===== src/rtl/reg_dump.sv =====
// reg_dump: sequential register-file read-out engine streaming bytes over valid/ready.
// Optional: define REG_DUMP_CHECKSUM_EN to append an XOR checksum byte.
module reg_dump #(
  parameter int PW = 4
) (
  input  logic          i_clk,
  input  logic          i_rst_n,
  input  logic          i_start,
  input  logic [PW-1:0] i_first_addr,
  input  logic [PW-1:0] i_last_addr,
  output logic [PW:0]   o_rd_addr,
  input  logic [7:0]    i_rd_data,
  output logic [7:0]    o_dout,
  output logic          o_dout_valid,
  input  logic          i_dout_ready,
  output logic          o_dout_last,
  output logic          o_busy,
  output logic          o_done
);

  typedef enum logic [1:0] {
    S_IDLE,
    S_FETCH,
    S_SEND
  } state_t;

`ifdef REG_DUMP_CHECKSUM_EN
  localparam logic LP_DATA_LAST = 1'b0;
`else
  localparam logic LP_DATA_LAST = 1'b1;
`endif

  localparam logic [PW:0] LP_ONE = (PW+1)'(1);
  localparam logic [PW:0] LP_TWO = (PW+1)'(2);

  state_t        r_state, w_state_nx;
  logic [PW-1:0] r_addr, w_addr_nx;
  logic [PW:0]   r_cnt, w_cnt_nx;
  logic [7:0]    r_dout, w_dout_nx;
  logic          r_valid, w_valid_nx;
  logic          r_last, w_last_nx;
  logic          r_busy, w_busy_nx;
  logic          r_done, w_done_nx;
  logic          w_xfer;
  logic [PW:0]   w_range;
`ifdef REG_DUMP_CHECKSUM_EN
  logic [7:0]    r_csum, w_csum_nx;
  logic          r_ck, w_ck_nx;
`endif

  assign w_xfer  = r_valid & i_dout_ready;
  assign w_range = {1'b0, i_last_addr - i_first_addr} + LP_ONE;

  // Next-state and datapath update decode
  always_comb begin
    w_state_nx = r_state;
    w_addr_nx  = r_addr;
    w_cnt_nx   = r_cnt;
    w_dout_nx  = r_dout;
    w_valid_nx = r_valid;
    w_last_nx  = r_last;
    w_busy_nx  = r_busy;
    w_done_nx  = 1'b0;
`ifdef REG_DUMP_CHECKSUM_EN
    w_csum_nx  = r_csum;
    w_ck_nx    = r_ck;
`endif
    unique case (r_state)
      S_IDLE: begin
        // a start coinciding with the done pulse belongs to the old dump
        if (i_start && !r_done) begin
          w_addr_nx  = i_first_addr;
          w_cnt_nx   = w_range;
          w_busy_nx  = 1'b1;
          w_state_nx = S_FETCH;
`ifdef REG_DUMP_CHECKSUM_EN
          w_csum_nx  = 8'h00;
          w_ck_nx    = 1'b0;
`endif
        end
      end
      S_FETCH: begin
        w_dout_nx  = i_rd_data;
        w_valid_nx = 1'b1;
        w_addr_nx  = r_addr + 1'b1;
        w_last_nx  = LP_DATA_LAST & (r_cnt == LP_ONE);
        w_state_nx = S_SEND;
      end
      S_SEND: begin
        if (w_xfer) begin
`ifdef REG_DUMP_CHECKSUM_EN
          if (r_ck) begin
            w_valid_nx = 1'b0;
            w_last_nx  = 1'b0;
            w_busy_nx  = 1'b0;
            w_done_nx  = 1'b1;
            w_ck_nx    = 1'b0;
            w_state_nx = S_IDLE;
          end else begin
            w_csum_nx = r_csum ^ r_dout;
            w_cnt_nx  = r_cnt - LP_ONE;
            if (r_cnt == LP_ONE) begin
              w_dout_nx = r_csum ^ r_dout;
              w_last_nx = 1'b1;
              w_ck_nx   = 1'b1;
            end else begin
              w_dout_nx = i_rd_data;
              w_addr_nx = r_addr + 1'b1;
              w_last_nx = 1'b0;
            end
          end
`else
          w_cnt_nx = r_cnt - LP_ONE;
          if (r_cnt == LP_ONE) begin
            w_valid_nx = 1'b0;
            w_last_nx  = 1'b0;
            w_busy_nx  = 1'b0;
            w_done_nx  = 1'b1;
            w_state_nx = S_IDLE;
          end else begin
            w_dout_nx = i_rd_data;
            w_addr_nx = r_addr + 1'b1;
            w_last_nx = LP_DATA_LAST & (r_cnt == LP_TWO);
          end
`endif
        end
      end
      default: begin
        w_state_nx = S_IDLE;
      end
    endcase
  end

  // State and datapath registers
  always_ff @(posedge i_clk or negedge i_rst_n) begin
    if (!i_rst_n) begin
      r_state <= S_IDLE;
      r_addr  <= '0;
      r_cnt   <= '0;
      r_dout  <= 8'h00;
      r_valid <= 1'b0;
      r_last  <= 1'b0;
      r_busy  <= 1'b0;
      r_done  <= 1'b0;
    end else begin
      r_state <= w_state_nx;
      r_addr  <= w_addr_nx;
      r_cnt   <= w_cnt_nx;
      r_dout  <= w_dout_nx;
      r_valid <= w_valid_nx;
      r_last  <= w_last_nx;
      r_busy  <= w_busy_nx;
      r_done  <= w_done_nx;
    end
  end

`ifdef REG_DUMP_CHECKSUM_EN
  // Checksum accumulator and checksum-phase flag
  always_ff @(posedge i_clk or negedge i_rst_n) begin
    if (!i_rst_n) begin
      r_csum <= 8'h00;
      r_ck   <= 1'b0;
    end else begin
      r_csum <= w_csum_nx;
      r_ck   <= w_ck_nx;
    end
  end
`endif

  assign o_rd_addr    = {1'b0, r_addr};
  assign o_dout       = r_dout;
  assign o_dout_valid = r_valid;
  assign o_dout_last  = r_last;
  assign o_busy       = r_busy;
  assign o_done       = r_done;

endmodule


===== config.mk =====
export PLATFORM = sky130hd
export DESIGN_NAME = reg_dump
export DESIGN_NICKNAME = d
export VERILOG_FILES = /design/src/rtl/reg_dump.sv
export SDC_FILE = /design/constraint.sdc
export NUM_CORES = 1
export LEC_CHECK = 0
export ABC_CLOCK_PERIOD_IN_PS = 2000
export BUFFER_PORTS_ARGS = -buffer_cell sky130_fd_sc_hd__buf_2
export CAP_MARGIN = 20
export CORE_MARGIN = 2
export CORE_UTILIZATION = 35
export CTS_BUF_LIST = sky130_fd_sc_hd__clkbuf_2 sky130_fd_sc_hd__clkbuf_4 sky130_fd_sc_hd__clkbuf_8
export DETAILED_ROUTE_END_ITERATION = 8
export GPL_TIMING_DRIVEN = 0
export REMOVE_ABC_BUFFERS = 1
export SYNTH_ARGS = -nofsm -noshare
export SYNTH_HDL_FRONTEND = slang
export SYNTH_SLANG_ARGS = --single-unit

===== constraint.sdc =====
create_clock -name i_clk -period 2 [get_ports i_clk]
set_input_delay 0.1 -clock i_clk [delete_from_list [all_inputs] [get_ports i_clk]]
set_output_delay 0.1 -clock i_clk [all_outputs]
set_load 0.05 [all_outputs]

==> flow_summary.json <==
{
  "viasPerCell": 5.01,
  "wl_per_cell_um": 12.9,
  "yosysSeqAreaShare_pct": 39.7,
  "required_ps": 2150,
  "path_cells": "inv_1 -> ha_2 -> a21boi_2 -> a21o_1 -> a21oi_1 -> mux2_2",
  "hpwl_um": 2330,
  "cp.buffers_inverters": 1,
  "arrival_ps": 2020,
  "cp.depth": 6,
  "syn-cell-area_um2": 1450,
  "r2r_cells": 6,
  "syn2layout_area_growth_pct": 21.5,
  "setup_viol": 0,
  "leakage_nw": 0.826,
  "core_um2": 4000,
  "nFillCells": 375,
  "grt_remaining_overflow": 0,
  "finalHoldViolCount": 0,
  "wirelength_um": 2990,
  "yosys-top-cells-count": "23 x dfrtp_1, 13 x inv_1, 12 x ha_1, 12 x o21ai_0, 11 x nand2_1",
  "yosysWarnings": 0,
  "diodes": 0,
  "hold_class": "primary input to register",
  "die_y_um": 68.4,
  "worst_setup_path_end_kind": "register",
  "grt_first_pass_wirelength_um": 4990,
  "stdcell_area_um2": 1760,
  "drc": 0,
  "die_w_um": 68.4,
  "numCtsBuffers": 3,
  "status": "finished, final reports clean",
  "report.final.slew_viol_count": 0,
  "ir_drop_v": 0.000942,
  "postSynth.asyncResetShare_pct": 100,
  "synth_edf_count": 0,
  "synth_top_area_cell": "dfrtp_1",
  "fin_crit_sh_pct": 93.8,
  "hold_slack_ps": 67.1,
  "rsz0062_at_grt": "false",
  "tritoncts": "yes",
  "ant_nets": 0,
  "start_kind": "register",
  "drive_gt1_share_pct": 33.0,
  "grt_pass1_vias": 1137,
  "critical-path-slowest-cell": "dfrtp_1",
  "cts.sinks": 23,
  "synth_top_area_share_pct": 39.7,
  "nNetsFinal": 216,
  "vias": 1162,
  "synthFlopType": "dfrtp_1",
  "first_iter_violations": 27,
  "cellPowerDensity_nw_per_um2": 1750,
  "clk_path_buf_depth": 2,
  "place_area_um2": 1670,
  "portBuffers": 35,
  "finalCriticalPeriod_ps": 1880,
  "critical_path.max_stage_delay_ps": 400,
  "grtUsageTotal_pct": 14.1,
  "fin_cells": 232,
  "crit_family": "compound AO/OA/AOI/OAI gates",
  "slew_headroom_pct": 63.8,
  "synth.area.top_cells": "dfrtp_1 40%, ha_1 10%, mux2_2 7.8%, o21ai_0 4.1%, inv_1 3.4%",
  "path_class": "register to register",
  "critPathMaxFanout": 12,
  "io_pins": 37,
  "post-synth-top-count-cell": "dfrtp_1",
  "clock_skew_ps": 6.76,
  "antenna_found_initial": 0,
  "ys_ff_latch": 23,
  "clk_pin_slew_ps": 90,
  "htreeDepth": 1,
  "drtPass1Iterations": 4,
  "rows": 23,
  "gp_congestion": 0.826,
  "grt_max_degree": 24,
  "syn_area_per_cell_um2": 10.3,
  "synth_cells": 141,
  "cts_root_buf": "clkbuf_8",
  "tightest_slew_ps": 543,
  "placedCellCount": 224,
  "drv_cap": 0,
  "max_freq_mhz": 533,
  "synth_cell_types": 35,
  "worstSkewPairLatency_ps": 270,
  "start_util_pct": 36.3,
  "die-area_um2": 4670,
  "min_path_cells": 2
}
[stage by stage]
step,worst slack [ps],power (W),util (%),setup TNS [ps]
3_3_place_gp,49.8,0.00270,41.8,0
4_1_cts,118,0.00308,43.5,0
2_1_floorplan,228,0.00234,-,0
3_5_place_dp,-0.121,0.00276,41.8,-0.121
6_report,125,0.00308,44.0,0
5_1_grt,22.0,0.00333,44.0,0
[kinds of logic after synthesis]
family | after synthesis | synth area share (%)
AND/OR/NAND/NOR | 36 | 13.5
AO/OA/AOI/OAI | 35 | 16.6
flip-flops | 23 | 39.7
buffers and inverters | 15 | 4.40
adder cells (fa/ha/maj) | 13 | 11.7
multiplexers | 13 | 9.84
XOR/XNOR | 5 | 3.97
other | 1 | 0.259
[flip-flops by register name (all words and copies together) (netlist names)]
signal        count
o_dout            8
r_cnt             5
r_addr            4
r_state           2
o_busy            1
o_done            1
o_dout_last       1
o_dout_valid      1
[cell usage in the layout (no fill, tap or decap), types with 2 or more instances in the layout]
cell,n
buf_2,35
dfrtp_1,23
inv_1,13
o21ai_0,12
nand2_1,11
ha_1,11
mux2_2,10
a21oi_1,7
nand3_1,6
nor2_1,5
nor3_1,4
nand2b_1,3
a31oi_1,3
mux2i_1,3
xnor2_1,3
nor3b_1,3
clkbuf_8,3
buf_4,3
a21o_1,2
o221ai_1,2
[path summary, 6_finish.rpt]
path                                        start  slack (ps)                endpoint
setup / recovery           r_state[0]$_DFFE_PN0P_         120  r_state[1]$_DFFE_PN0P_
max in group asynchronous                 i_rst_n        1290   o_dout[6]$_DFFE_PN0P_
hold / removal                       i_rd_data[5]          70   o_dout[5]$_DFFE_PN0P_
setup reg to reg           r_state[0]$_DFFE_PN0P_         120  r_state[1]$_DFFE_PN0P_
min in group asynchronous                 i_rst_n         340      o_busy$_DFFE_PN0P_
hold reg to reg                o_busy$_DFFE_PN0P_         480      o_busy$_DFFE_PN0P_
[repair_timing]
| item | in CTS | in global routing |
|---|---|---|
| hold buffers | 1 | 0 |
| endpoints found under the setup margin | 9 | 1 |
| hold endpoints to repair | 23 | 0 |
| resized for setup | 2 | 0 |
| gates cloned | 0 | 0 |
| setup buffers | 0 | 3 |
[where the power goes]
part / internal (W) / switching, W / leakage [nW]
clock: 0.000139 / 0.000154 / 0.0255
sequential: 0.000686 / 0.000170 / 0.271
combinational: 0.000690 / 0.00124 / 0.529
[per-layer routing]
layer	track usage [%]	part of all wire, %
met4	4.50	0.60
met5	0	0
met1	19.2	47
met2	22.9	48
met3	2.30	4.5
[area by class of cell]
cell class	instances	area (µm²)	share of cell area, %
clock buffer	3	41.3	2.34
clock inverter	1	5.00	0.284
inverter	13	48.8	2.77
multi-input combinational	103	821	46.6
sequential	23	576	32.7
tap	50	62.6	3.55
timing repair buffer	39	208	11.8
Power figures use the tool's default switching activity.
